--- config.mk ---
export PLATFORM = sky130hd
export DESIGN_NAME = edge_generator
export DESIGN_NICKNAME = d
export VERILOG_FILES = /design/src/rtl/edge_generator.sv
export SDC_FILE = /design/constraint.sdc
export NUM_CORES = 1
export LEC_CHECK = 0
export CAP_MARGIN = 20
export CORE_MARGIN = 8
export CORE_UTILIZATION = 45
export CTS_BUF_LIST = sky130_fd_sc_hd__clkbuf_4 sky130_fd_sc_hd__clkbuf_8
export DETAILED_ROUTE_END_ITERATION = 12
export GPL_TIMING_DRIVEN = 1
export PLACE_DENSITY = 0.8
export SLEW_MARGIN = 20
export SYNTH_ARGS = -nofsm -noshare
export SYNTH_HDL_FRONTEND = slang
export SYNTH_SLANG_ARGS = --single-unit
--- constraint.sdc ---
create_clock -name clk -period 4.8 [get_ports clk]
set_input_delay 0.96 -clock clk [delete_from_list [all_inputs] [get_ports clk]]
set_output_delay 0.96 -clock clk [all_outputs]
set_load 0.05 [all_outputs]
--- src/rtl/edge_generator.sv ---
// edge_generator: rebuilds glitch-free output levels from per-channel edge request pulses,
// holding each level for at least min_cycles+1 cycles. Define EDGE_GEN_PENDING_EN for a one-deep pend slot.
module edge_generator #(
  parameter int WIDTH = 1,
  parameter int CNT_W = 8
) (
  input  logic             clk,
  input  logic             n_rst,
  input  logic [WIDTH-1:0] pos_req,
  input  logic [WIDTH-1:0] neg_req,
  input  logic [CNT_W-1:0] min_cycles,
  output logic [WIDTH-1:0] signal,
  output logic [WIDTH-1:0] busy,
  output logic [WIDTH-1:0] drop
);

`ifdef EDGE_GEN_PENDING_EN
  localparam logic PEND_EN = 1'b1;
`else
  localparam logic PEND_EN = 1'b0;
`endif

  localparam logic [CNT_W-1:0] CNT_ZERO = {CNT_W{1'b0}};
  localparam logic [CNT_W-1:0] CNT_ONE  = {{(CNT_W-1){1'b0}}, 1'b1};

  typedef enum logic [2:0] {
    IDLE_LO   = 3'd0,
    IDLE_HI   = 3'd1,
    HOLD      = 3'd2,
    HOLD_PEND = 3'd3,
    APPLY     = 3'd4
  } ch_state_e;

  typedef struct packed {
    logic             sig;
    logic [CNT_W-1:0] cnt;
    logic             pend;
    logic             drop;
  } ch_t;

  function automatic ch_state_e state_of(input ch_t c);
    ch_state_e st;
    if (c.cnt != CNT_ZERO) begin
      st = c.pend ? HOLD_PEND : HOLD;
    end else if (c.pend) begin
      st = APPLY;
    end else begin
      st = c.sig ? IDLE_HI : IDLE_LO;
    end
    return st;
  endfunction

  // A single request targets level p; a pulse is p&n. With a pend set, eff = ~sig.
  function automatic ch_t step(input ch_t cur, input logic p, input logic n,
                               input logic [CNT_W-1:0] m);
    ch_t  nxt;
    logic pulse;
    logic single;
    nxt      = cur;
    nxt.drop = 1'b0;
    pulse    = p & n;
    single   = p ^ n;
    case (state_of(cur))
      IDLE_LO, IDLE_HI: begin
        if (pulse) begin
          nxt.sig  = ~cur.sig;
          nxt.cnt  = m;
          nxt.pend = PEND_EN;
          nxt.drop = ~PEND_EN;
        end else if (single && (p != cur.sig)) begin
          nxt.sig = ~cur.sig;
          nxt.cnt = m;
        end else begin
          nxt.drop = 1'b0;
        end
      end
      APPLY: begin
        // Queued flip lands now; a same-cycle request is judged against the new level ~sig.
        nxt.sig  = ~cur.sig;
        nxt.cnt  = m;
        nxt.pend = 1'b0;
        if (pulse) begin
          nxt.pend = PEND_EN;
          nxt.drop = 1'b1;
        end else if (single && (p == cur.sig)) begin
          nxt.pend = PEND_EN;
          nxt.drop = ~PEND_EN;
        end else begin
          nxt.drop = 1'b0;
        end
      end
      HOLD: begin
        nxt.cnt = cur.cnt - CNT_ONE;
        if (pulse) begin
          nxt.pend = PEND_EN;
          nxt.drop = 1'b1;
        end else if (single && (p != cur.sig)) begin
          nxt.pend = PEND_EN;
          nxt.drop = ~PEND_EN;
        end else begin
          nxt.drop = 1'b0;
        end
      end
      HOLD_PEND: begin
        nxt.cnt = cur.cnt - CNT_ONE;
        if (pulse || (single && (p == cur.sig))) begin
          nxt.drop = 1'b1;
        end else begin
          nxt.drop = 1'b0;
        end
      end
      default: begin
        nxt      = cur;
        nxt.drop = 1'b0;
      end
    endcase
    return nxt;
  endfunction

  logic [WIDTH-1:0] sig_r;
  logic [WIDTH-1:0] pend_r;
  logic [WIDTH-1:0] busy_r;
  logic [WIDTH-1:0] drop_r;
  logic [CNT_W-1:0] cnt_r [WIDTH];
  logic [WIDTH-1:0] sig_s;
  logic [WIDTH-1:0] pend_s;
  logic [WIDTH-1:0] busy_s;
  logic [WIDTH-1:0] drop_s;
  logic [CNT_W-1:0] cnt_s [WIDTH];

  // Next state for every channel from its registers and this cycle's requests.
  always_comb begin
    ch_t cur;
    ch_t nxt;
    cur    = '0;
    nxt    = '0;
    sig_s  = {WIDTH{1'b0}};
    pend_s = {WIDTH{1'b0}};
    busy_s = {WIDTH{1'b0}};
    drop_s = {WIDTH{1'b0}};
    for (int i = 0; i < WIDTH; i++) begin
      cnt_s[i] = CNT_ZERO;
    end
    for (int i = 0; i < WIDTH; i++) begin
      cur.sig   = sig_r[i];
      cur.cnt   = cnt_r[i];
      cur.pend  = pend_r[i];
      cur.drop  = 1'b0;
      nxt       = step(cur, pos_req[i], neg_req[i], min_cycles);
      sig_s[i]  = nxt.sig;
      cnt_s[i]  = nxt.cnt;
      pend_s[i] = nxt.pend;
      drop_s[i] = nxt.drop;
      busy_s[i] = (nxt.cnt != CNT_ZERO) || nxt.pend;
    end
  end

  // Channel state and output registers.
  always_ff @(posedge clk or negedge n_rst) begin
    if (!n_rst) begin
      sig_r  <= {WIDTH{1'b0}};
      pend_r <= {WIDTH{1'b0}};
      busy_r <= {WIDTH{1'b0}};
      drop_r <= {WIDTH{1'b0}};
      for (int i = 0; i < WIDTH; i++) begin
        cnt_r[i] <= CNT_ZERO;
      end
    end else begin
      sig_r  <= sig_s;
      pend_r <= pend_s;
      busy_r <= busy_s;
      drop_r <= drop_s;
      for (int i = 0; i < WIDTH; i++) begin
        cnt_r[i] <= cnt_s[i];
      end
    end
  end

  assign signal = sig_r;
  assign busy   = busy_r;
  assign drop   = drop_r;

endmodule

==> reports/qor.yml <==
status: "finished clean"
grt_setup_unrepaired: "false"
core_um2: 1520
power_mw: 0.388
arrival_ns: 3.66
required_ns: 4.94
crit_type: "input pin to register"
drt_first_pass_iters: 4
crit_path_top_delay_cell: "clkdlybuf4s50_1"
grt_first_pass_wirelength_mm: 3.20
drv_slew: 0
drive_gt1_share_pct: 9.38
cts_setup_buffers: 0
min_period_over_period_pct: 73.2
critPathLaunch: "pos_req"
n_antenna_cell: 0
crit_buf_inv: 1
critPathLaunchType: "input pin"
ioPinCount: 15
num_rows: 14
synth-seq-cells: 12
htreeDepth: 1
cts.repair.resized: 0
syn_inst: 82
clk_latency_ns: 0.27
io_buffers: 14
synthTopCellsByArea: "dfrtp_1 (41%), a21oi_1 (6.2%), nor3_1 (5.5%), ha_1 (5.1%), o21ai_0 (4.1%)"
num_vias: 698
maxCapViolations: 0
ff2ff_path_depth: 8
grt_max_degree: 13
antenna_found_initial: 0
layout_commonest_cell: "clkdlybuf4s50_1"
synth_nets: 97
finalHoldViolCount: 0
fmax_mhz: 284
clkSlewWorstSetupHoldPaths_ns: 0.08
holdPathStages: 1
min_path_type: "register to register"
fin_cells: 112
slew_headroom_pct: 59.7
tns_ns: 0
tightestPinTransition_ns: 0.600
cts_tree: "yes"
critical_path.cell_chain: "clkdlybuf4s50_1 > ha_1 > nor2b_1 > or3_1 > a211oi_2 > a21oi_1 > or4_1 > or4b_1"
hold_end: "signal"
synth_area_um2: 732
ir_drop_v: 0.000201
numCtsBuffers: 3
cp-end-kind: "register"
post-dp-hpwl_mm: 1.36
min-delay-start: "signal"
drt_iter0_drc: 26
power_density_nw_per_um2: 429
routabilityCongestion: 0.805
drc: 0
cts_hold_buf: 0
synth_top_area_cell: "dfrtp_1"
root_buffer: "clkbuf_4"
final_cell_mix: "clkdlybuf4s50_1 (14), dfrtp_1 (12), a21oi_1 (9)"
period_minus_slack_ns: 3.52
cts_sinks: 12
synth_top_cell_area_share_pct: 41.0
wire_per_inst_um: 16.6
via_per_inst: 6.23
dieArea_um2: 3170
dp_cells: 108
grt_usage_pct: 11.9
cp_top_family: "simple AND/OR/NAND/NOR gates"
routed_wl_mm: 1.86
dieHeight_um: 56.3
yosys.cell_types.count: 29
nets: 112
synth_warnings: 0
crit_path_max_incr_delay_ns: 0.55
p_leak_nw: 0.357
hold_ws_ns: 0.570
clock_skew_ns: 0.000245
synth_area_per_cell_um2: 8.93
initial_core_util_pct: 48.0
r2r_setup_slack_ns: 1.78
dieWidth_um: 56.3
antenna_left: 0
worstReg2RegEnd: "busy"
setup_viol: 0
design_area_um2: 906
reg2reg_from: "cnt_r[0]"
grt_overflow_total: 0
syn_to_final_growth_pct: 23.8
grt_pass1_vias: 742
postPlaceCellArea_um2: 870
ys_seq_area_share_pct: 41.0
cp_max_fo: 7
clock_path_buffers: 2
sequential cells by signal, summed over array words and instances, names as in the netlist:
signal,count
cnt_r,8
busy,1
drop,1
pend_r,1
signal,1
Yosys cell counts:
library cell  number
nand2_1            5
inv_1              4
and2_2             1
a211oi_1           2
a211oi_2           1
or4b_1             1
a2111o_1           1
or2_2              1
or3b_1             1
ha_1               3
a21boi_0           1
or3_1              1
clkbuf_1           3
buf_6              1
o31ai_1            4
dfrtp_1           12
nand2b_1           3
nor2_1             6
o32ai_1            1
a21oi_1            9
nor3_1             8
or3_2              1
nor2b_1            1
or4_4              1
or4_1              1
o21ai_0            6
or2_1              1
mux2i_1            1
a2bb2oi_1          1
worst reg2reg max path, cell delays in order, from the launching register on:
cell	delay (ns)
dfrtp_1	0.43
inv_1	0.08
ha_1	0.20
or3b_1	0.49
or2_1	0.41
a211oi_2	0.24
a21oi_1	0.08
or4_1	0.49
or4b_1	0.47
through the flow:
step                setup slack [ns]  util [%]
finish                          1.28      59.4
global route                    1.16      59.4
CTS                             1.32      59.4
detailed placement              1.03      57.1
global placement                1.06      57.1
floorplan                       1.66         -
power by group:
| part | leakage (nW) | internal, mW | switching [mW] |
|---|---|---|---|
| sequential | 0.139 | 0.135 | 0.0391 |
| combinational | 0.197 | 0.0612 | 0.0734 |
| clock | 0.0210 | 0.0460 | 0.0338 |
metal layers:
layer | vias up | track usage, % | wire length (um)
met2 | 38 | 19.5 | 883
li1 | 327 | - | -
met4 | 0 | 5.15 | 36
met1 | 329 | 13.7 | 784
met3 | 4 | 3.82 | 151
met5 | - | 0 | 0
kinds of logic after synthesis:
| group | after synthesis | synth area share (%) |
|---|---|---|
| fa+ha+maj | 3 | 5.13 |
| compound gates | 26 | 23.1 |
| simple gates | 32 | 24.3 |
| buf+inv | 8 | 5.13 |
| mux | 1 | 1.37 |
| flops | 12 | 41.0 |
area by class of cell:
class	count	area [um2]
sequential	12	300
timing repair buffer	14	140
tap	16	20.0
inverter	4	15.0
clock buffer	4	36.3
multi-input combinational	62	394
fill	144	618
how the worst max path moves through the flow:
| stage | cells past startpoint | endpoint |
|---|---|---|
| 2_1_floorplan | 8 | busy |
| 3_5_place_dp | 8 | busy |
| 6_report | 8 | busy |
| 5_1_grt | 8 | busy |
| 4_1_cts | 8 | busy |
| 3_3_place_gp | 8 | busy |
Power figures use the tool's default switching activity.
